===== config.mk =====
export PLATFORM = sky130hd
export DESIGN_NAME = ex_mem_reg
export DESIGN_NICKNAME = d
export VERILOG_FILES = /design/src/rtl/ex_mem_reg.sv
export SDC_FILE = /design/constraint.sdc
export NUM_CORES = 1
export LEC_CHECK = 0
export BUFFER_PORTS_ARGS = -buffer_cell sky130_fd_sc_hd__buf_2
export CELL_PAD_IN_SITES_DETAIL_PLACEMENT = 0
export CELL_PAD_IN_SITES_GLOBAL_PLACEMENT = 1
export CORE_ASPECT_RATIO = 1.75
export CORE_MARGIN = 5
export CORE_UTILIZATION = 38
export CTS_BUF_LIST = sky130_fd_sc_hd__clkbuf_4
export CTS_CLUSTER_SIZE = 14
export DETAILED_ROUTE_END_ITERATION = 8
export GPL_ROUTABILITY_DRIVEN = 0
export MAX_ROUTING_LAYER = met4
export PLACE_DENSITY = 0.94
export SKIP_LAST_GASP = 1
export SYNTH_ARGS = -nofsm -noshare
export SYNTH_HDL_FRONTEND = slang
export SYNTH_SLANG_ARGS = --single-unit

===== constraint.sdc =====
create_clock -name clk -period 1.2 [get_ports clk]
set_input_delay 0.06 -clock clk [delete_from_list [all_inputs] [get_ports clk]]
set_output_delay 0.06 -clock clk [all_outputs]
set_load 0.1 [all_outputs]

===== src/rtl/ex_mem_reg.sv =====
// ex_mem_reg
// EX/MEM pipeline register for the 5-stage core. It also holds the
// architectural N/Z/V flag register.
//
// Ports:
//   clk, rst_n          - clock, asynchronous active-low reset
//   stall               - hold every register and the flags
//   flush               - turn the captured instruction into a bubble
//   ex_*                - execute-stage result, store data, rd and controls
//   mem_*               - the same fields, registered, for the MEM stage
//   flag_n/z/v          - architectural flags, straight from flops
//
// Each edge is resolved in priority order: rst_n, flush, stall, load.
// There is no valid/ready handshake. The upstream stage stalls this
// register explicitly, and ex_valid only qualifies the control bits.
module ex_mem_reg #(
    parameter int WIDTH = 16
) (
    input  logic             clk,
    input  logic             rst_n,
    input  logic             stall,
    input  logic             flush,
    input  logic             ex_valid,
    input  logic [3:0]       ex_opcode,
    input  logic [WIDTH-1:0] ex_alu_out,
    input  logic             ex_alu_ovf,
    input  logic [WIDTH-1:0] ex_store_data,
    input  logic [3:0]       ex_rd,
    input  logic             ex_reg_write,
    input  logic             ex_mem_read,
    input  logic             ex_mem_write,
    input  logic             ex_halt,
    output logic             mem_valid,
    output logic             mem_reg_write,
    output logic             mem_mem_read,
    output logic             mem_mem_write,
    output logic             mem_halt,
    output logic [WIDTH-1:0] mem_alu_out,
    output logic [WIDTH-1:0] mem_store_data,
    output logic [3:0]       mem_rd,
    output logic             flag_n,
    output logic             flag_z,
    output logic             flag_v
);

    localparam logic [3:0] OP_ADD = 4'b0000;
    localparam logic [3:0] OP_SUB = 4'b0001;
    localparam logic [3:0] OP_XOR = 4'b0010;
    localparam logic [3:0] OP_SLL = 4'b0100;
    localparam logic [3:0] OP_SRA = 4'b0101;
    localparam logic [3:0] OP_ROR = 4'b0110;

    logic load;
    logic upd_nzv;   // ADD/SUB: N, Z and V all follow the result
    logic upd_z;     // logical and shift ops: only Z follows the result
    logic ex_zero;

    always_comb begin
        load    = 1'b0;
        upd_nzv = 1'b0;
        upd_z   = 1'b0;
        ex_zero = 1'b0;
        load    = !flush && !stall;
        ex_zero = (ex_alu_out == '0);
        // Flags move only when a real instruction actually loads.
        if (load && ex_valid) begin
            case (ex_opcode)
                OP_ADD, OP_SUB:                 upd_nzv = 1'b1;
                OP_XOR, OP_SLL, OP_SRA, OP_ROR: upd_z   = 1'b1;
                default: ;  // RED, PADDSB, memory, branch: no flag change
            endcase
        end
    end

    // Pipeline fields
    always_ff @(posedge clk or negedge rst_n) begin
        if (!rst_n) begin
            mem_valid      <= 1'b0;
            mem_reg_write  <= 1'b0;
            mem_mem_read   <= 1'b0;
            mem_mem_write  <= 1'b0;
            mem_halt       <= 1'b0;
            mem_alu_out    <= '0;
            mem_store_data <= '0;
            mem_rd         <= '0;
        end else if (flush) begin
            // A bubble: the controls are cleared and the data fields keep
            // whatever they held.
            mem_valid     <= 1'b0;
            mem_reg_write <= 1'b0;
            mem_mem_read  <= 1'b0;
            mem_mem_write <= 1'b0;
            mem_halt      <= 1'b0;
        end else if (!stall) begin
            mem_valid      <= ex_valid;
            mem_reg_write  <= ex_reg_write & ex_valid;
            mem_mem_read   <= ex_mem_read  & ex_valid;
            mem_mem_write  <= ex_mem_write & ex_valid;
            mem_halt       <= ex_halt      & ex_valid;
            mem_alu_out    <= ex_alu_out;
            mem_store_data <= ex_store_data;
            mem_rd         <= ex_rd;
        end
    end

    // Architectural flags
    always_ff @(posedge clk or negedge rst_n) begin
        if (!rst_n) begin
            flag_n <= 1'b0;
            flag_z <= 1'b0;
            flag_v <= 1'b0;
        end else if (upd_nzv) begin
            flag_n <= ex_alu_out[WIDTH-1];
            flag_z <= ex_zero;
            flag_v <= ex_alu_ovf;
        end else if (upd_z) begin
            flag_z <= ex_zero;
        end
    end

endmodule

### Word level (Yosys, flattened, before mapping)

Index checks and enable logic that the tools add are counted.

| cells by class | value |
|---|---|
| $add $sub $neg | 0 |
| $mul | 0 |
| divide/modulo/power cells | 0 |
| order comparisons | 0 |
| equality and inequality tests | 6 |
| shift operators | 0 |
| mux-type cells | 16 |
| bitwise operators | 6 |
| reduce and logical (&&, ||, !) cells | 10 |

Operator list:

| kind | count |
|---|---|
| $logic_not 16->1 | 1 |
| $mux 1 | 16 |
| $eq 4x3->1 const B | 3 |
| $and 1x1->1 | 4 |
| $eq 4x1->1 const B | 1 |
| $eq 4x2->1 const B | 1 |
| $logic_not 4->1 | 1 |
| $reduce_or 4->1 | 1 |
| $logic_and 1x1->1 | 2 |
| $logic_not 1->1 | 2 |
| $ne 2x1->1 const B | 1 |
| $not 1->1 | 2 |
| $reduce_and 2->1 | 1 |
| $reduce_bool 2->1 | 1 |
| $reduce_or 2->1 | 1 |

| storage, ports and cells | value |
|---|---|
| flip-flop bits (word level) | 44 |
| bits in latches | 0 |
| RAM bits | 0 |
| ROM bits | 0 |
| bits of input ports | 50 |
| output and inout port bits | 44 |
| logic and storage cells | 49 |
| memories kept | 0 |

### Logic depth before layout (Yosys ltp)

| depth | value |
|---|---|
| word-level depth | 6 |
| depth in mapped cells | 5 |

### Worst setup path after synthesis

OpenSTA, ideal clock, no wires.

| path | value |
|---|---|
| kind | register to register |
| start | register mem_mem_read (netlist name) |
| end | register mem_mem_read |
| library setup time | 0.074 ns |
| arrival | 1.195 ns |
| data required time | 1.126 ns |
| path slack | -0.069 ns |
| cell stages (with the launch flop) | 3 |
| buffers on the path | 0 |
| period minus slack after synthesis | 1.269 ns |
| cells stage by stage | dfrtp_1 -> a22oi_1 -> nor2_1 |

RTL lines:

| item | line | RTL |
|---|---|---|
| to (signal assigned) | 97 | `mem_mem_read <= ex_mem_read & ex_valid;` |
| to (decl) | 35 | `output logic mem_mem_read,` |

### Final worst setup path

| path | value |
|---|---|
| start | input ex_halt |
| end | register mem_halt |

| on the way | value |
|---|---|
| word-level cells in the longest chain between the ends | 3 |

Ends and longest elaborated chain:

| item | line | RTL |
|---|---|---|
| from (decl) | 32 | `input logic ex_halt,` |
| $and 1x1->1 | 99 | `mem_halt <= ex_halt & ex_valid;` |
| $mux 1 | 94 | `end else if (!stall) begin` |
| $mux 1 | 86 | `end else if (flush) begin` |
| to (signal assigned) | 99 |  |
| to (decl) | 37 | `output logic mem_halt,` |

Every way passes these cells. The select of a mux whose other input is x is not followed.
A chain may end at the register's enable or synchronous reset.

==> out/summary.json <==
{
  "global_route_wire_length_before_repair_um": 7810,
  "finalSetupTns_ns": 0,
  "regToRegSetupSlack_ns": 0.40,
  "final.fill_count": 338,
  "wl_per_cell_um": 15.92,
  "numCtsBuffers": 5,
  "fp.dieArea_mm2": 0.006003,
  "vdd_drop_max_mv": 1.327,
  "sequential_to_total_area_share_from_yosys_stat": 0.6428,
  "register_area_mm2": 0.001155,
  "post_route_cells_drive_above_1_share": 0.7255,
  "critical_path.max_stage_delay_ns": 0.56,
  "timing.max_slew.rel_slack": 0.7989,
  "pin_count": 94,
  "post-cts-setup-buffers": 0,
  "postSynthRegisterBits": 44,
  "synth_top_cell_area_share": 0.6428,
  "family_of_cells_with_the_greatest_summed_delay_on_the_critical_path": "buffers and inverters",
  "htree_levels": 2,
  "postSynthAreaPerCell_um2": 15.57,
  "gr-usage-all-layers": 0.1818,
  "regToRegEndpoint": "mem_store_data[12]",
  "buffer_ports.inserted": 93,
  "syn_area_mm2": 0.001713,
  "hold-path-endpoint": "mem_halt",
  "final_max_slew_viol_count": 0,
  "clkSlewWorstSetupHoldPaths_ns": 0.11,
  "fp.dieW_um": 60.75,
  "min-delay-path-class": "input port to flop",
  "finalWirelength_um": 4872,
  "power.density_cell_area_mw_per_mm2": 1721,
  "clock_skew_ns": 0,
  "crit_buf_inv": 3,
  "layout.nets": 304,
  "timing_hold_violations_final": 0,
  "tritoncts": "yes",
  "core_box_area_mm2": 0.004404,
  "die_height_um": 98.82,
  "cts.root.buffer_cell": "clkbuf_4",
  "slowest_stage_cell_crit_path": "dlygate4sd3_1",
  "cts.path.max_buffers": 2,
  "clock.fmax_mhz": 839.7,
  "grt_start_max_net_pins": 45,
  "post-synth-top-area-cell": "dfrtp_1",
  "worst_path_cell_trace": "dlygate4sd3_1 -> buf_2 -> nand3b_1 -> dlygate4sd3_1 -> a21oi_1",
  "synthesis_warning_total": 0,
  "dp_hpwl_um": 3249,
  "max_slew.worst_pin.slew_ns": 0.2989,
  "static-leakage-power_nw": 1.335,
  "initial_core_util": 0.3889,
  "status": "finished clean",
  "synth_top_cells_by_area": "dfrtp_1, mux2_2, buf_6",
  "end_kind": "flop",
  "antenna-diode-count": 0,
  "detail_route.vias_per_cell": 4.765,
  "multiInputGateArea_um2": 580.6,
  "timing_worst_setup_path_type": "input port to flop",
  "crit_fanout": 1,
  "regToRegStartpoint": "mem_store_data[12]",
  "worst_hold_startpoint": "stall",
  "synth_nets": 160,
  "grt_antenna_before_repair": 0,
  "crit_required_ns": 1.46,
  "firstDrtPassIters": 3,
  "cp_data_arrival_time_ns": 1.45,
  "placementRows": 32,
  "layout_worst_path_cycle_share": 0.9924,
  "startpoint_type": "input port",
  "synthesis.instances": 110,
  "final-setup-viol-count": 0,
  "worstHoldPathCells": 3,
  "grt_setup_unrepaired": "false",
  "final.min_clock_period_ns": 1.191,
  "worst-r2r-cell-count": 1,
  "via_count_of_the_first_global_routing_pass": 1643,
  "power_w": 0.005102,
  "vias": 1458,
  "worst_path_most_repeated_cell": "dlygate4sd3_1",
  "remaining_drc_errors": 0,
  "synth_cell_types": 17,
  "drtAntennaViolNets": 0,
  "detailedRoute.firstIterationViolations": 21,
  "overflow": 0,
  "cap_viol_max_count": 0,
  "clkLatencyLatePin_ns": 0.34,
  "area.growth.synth_to_final_pct": 73.05,
  "cts.sinks": 44
}
==> cells in the final DEF (no fill, tap or decap), drive strengths merged <==
cell type    instances
nand4                1
dfrtp               44
buf                 96
nor4                 4
nand2                2
clkbuf               5
clkinv               2
nor2                 6
inv                  1
nand3b               1
dlygate4sd3         45
mux2                38
a21oi                2
nand4b               2
a22oi                3
nor2b                1
bufinv               1
mux2i                1
==> cells in the mapped netlist <==
master	instances
mux2_2	37
dfrtp_1	44
a22oi_1	3
nand2_1	2
nor4_1	4
nand4_1	1
nor2b_1	1
a21oi_1	2
nand4b_1	2
mux2_4	1
inv_1	1
nand3b_1	1
buf_6	3
nor2_1	5
mux2i_1	1
buf_2	1
nor2_2	1
==> state kept, by name, summed over array words and instances (netlist names) <==
signal and count:
flag_n 1, mem_reg_write 1, mem_store_data 16, mem_halt 1, flag_v 1, mem_mem_write 1, mem_mem_read 1, mem_alu_out 16
mem_valid 1, mem_rd 4, flag_z 1
==> cells by family (layout without fill, tap and decap cells) <==
family / count (synthesis) / in the layout / share of synthesized area
flops: 44 / 44 / 0.6428
mux: 39 / 39 / 0.2579
simple gates: 17 / 17 / 0.05553
compound gates: 5 / 5 / 0.01899
buf+inv: 5 / 150 / 0.02483
==> per-layer routing <==
| metal | track usage | up-vias | wire length, um |
|---|---|---|---|
| li1 | - | 685 | - |
| met1 | 0.1863 | 716 | 1658 |
| met2 | 0.3199 | 47 | 2826 |
| met3 | 0.03670 | 10 | 236 |
| met4 | 0.07846 | 0 | 150 |
| met5 | - | - | 0 |
==> where the power goes <==
part           internal [W]  switching, W  total, W
registers           0.00172      0.000113   0.00183
logic              0.000602       0.00181   0.00241
clock network      0.000426      0.000434  0.000860
==> worst max path at each step <==
stage               slack (ns)            from  depth (start not counted)        endpoint
global placement          0.16           flush                          4  mem_alu_out[2]
floorplan                0.004          flag_z                          2          flag_z
CTS                       0.04  ex_alu_out[10]                          5          flag_z
global route             0.009         ex_halt                          5        mem_halt
detailed placement        0.12           flush                          4  mem_alu_out[3]
finish                   0.009         ex_halt                          5        mem_halt
==> tightest hold or removal path: stages <==
cell and delay (ns):
buf_2 0.15, nand2_1 0.07, a21oi_1 0.06
==> final cells by class <==
class                      instances  area share
clock buffer                       5     0.01266
sequential                        44      0.3896
clock inverter                     3     0.01266
timing repair buffer             141      0.3664
inverter                           1    0.001266
tap                               51     0.02153
multi-input combinational         61      0.1959
==> metrics by stage <==
stage          cells    util  setup slack [ns]  instance area (um2)  hold WS (ns)
2_1_floorplan    110       -          0.003980                 1767       -0.2356
3_3_place_gp     253  0.5273            0.1569                 2322       0.05237
3_5_place_dp     253  0.5273            0.1183                 2322       0.05500
4_1_cts          306  0.6716           0.03868                 2958      0.005877
5_1_grt          306  0.6730          0.009469                 2964       0.03006
6_report         306  0.6730          0.009151                 2964       0.03002
==> timing repair <==
| item | 4_1_cts | 5_1_grt |
|---|---|---|
| endpoints found under the setup margin | 44 | 1 |
| hold buffers | 45 | 0 |
| hold endpoints to repair | 88 | 0 |
| gates resized for setup | 44 | 1 |
Power figures use the tool's default switching activity.
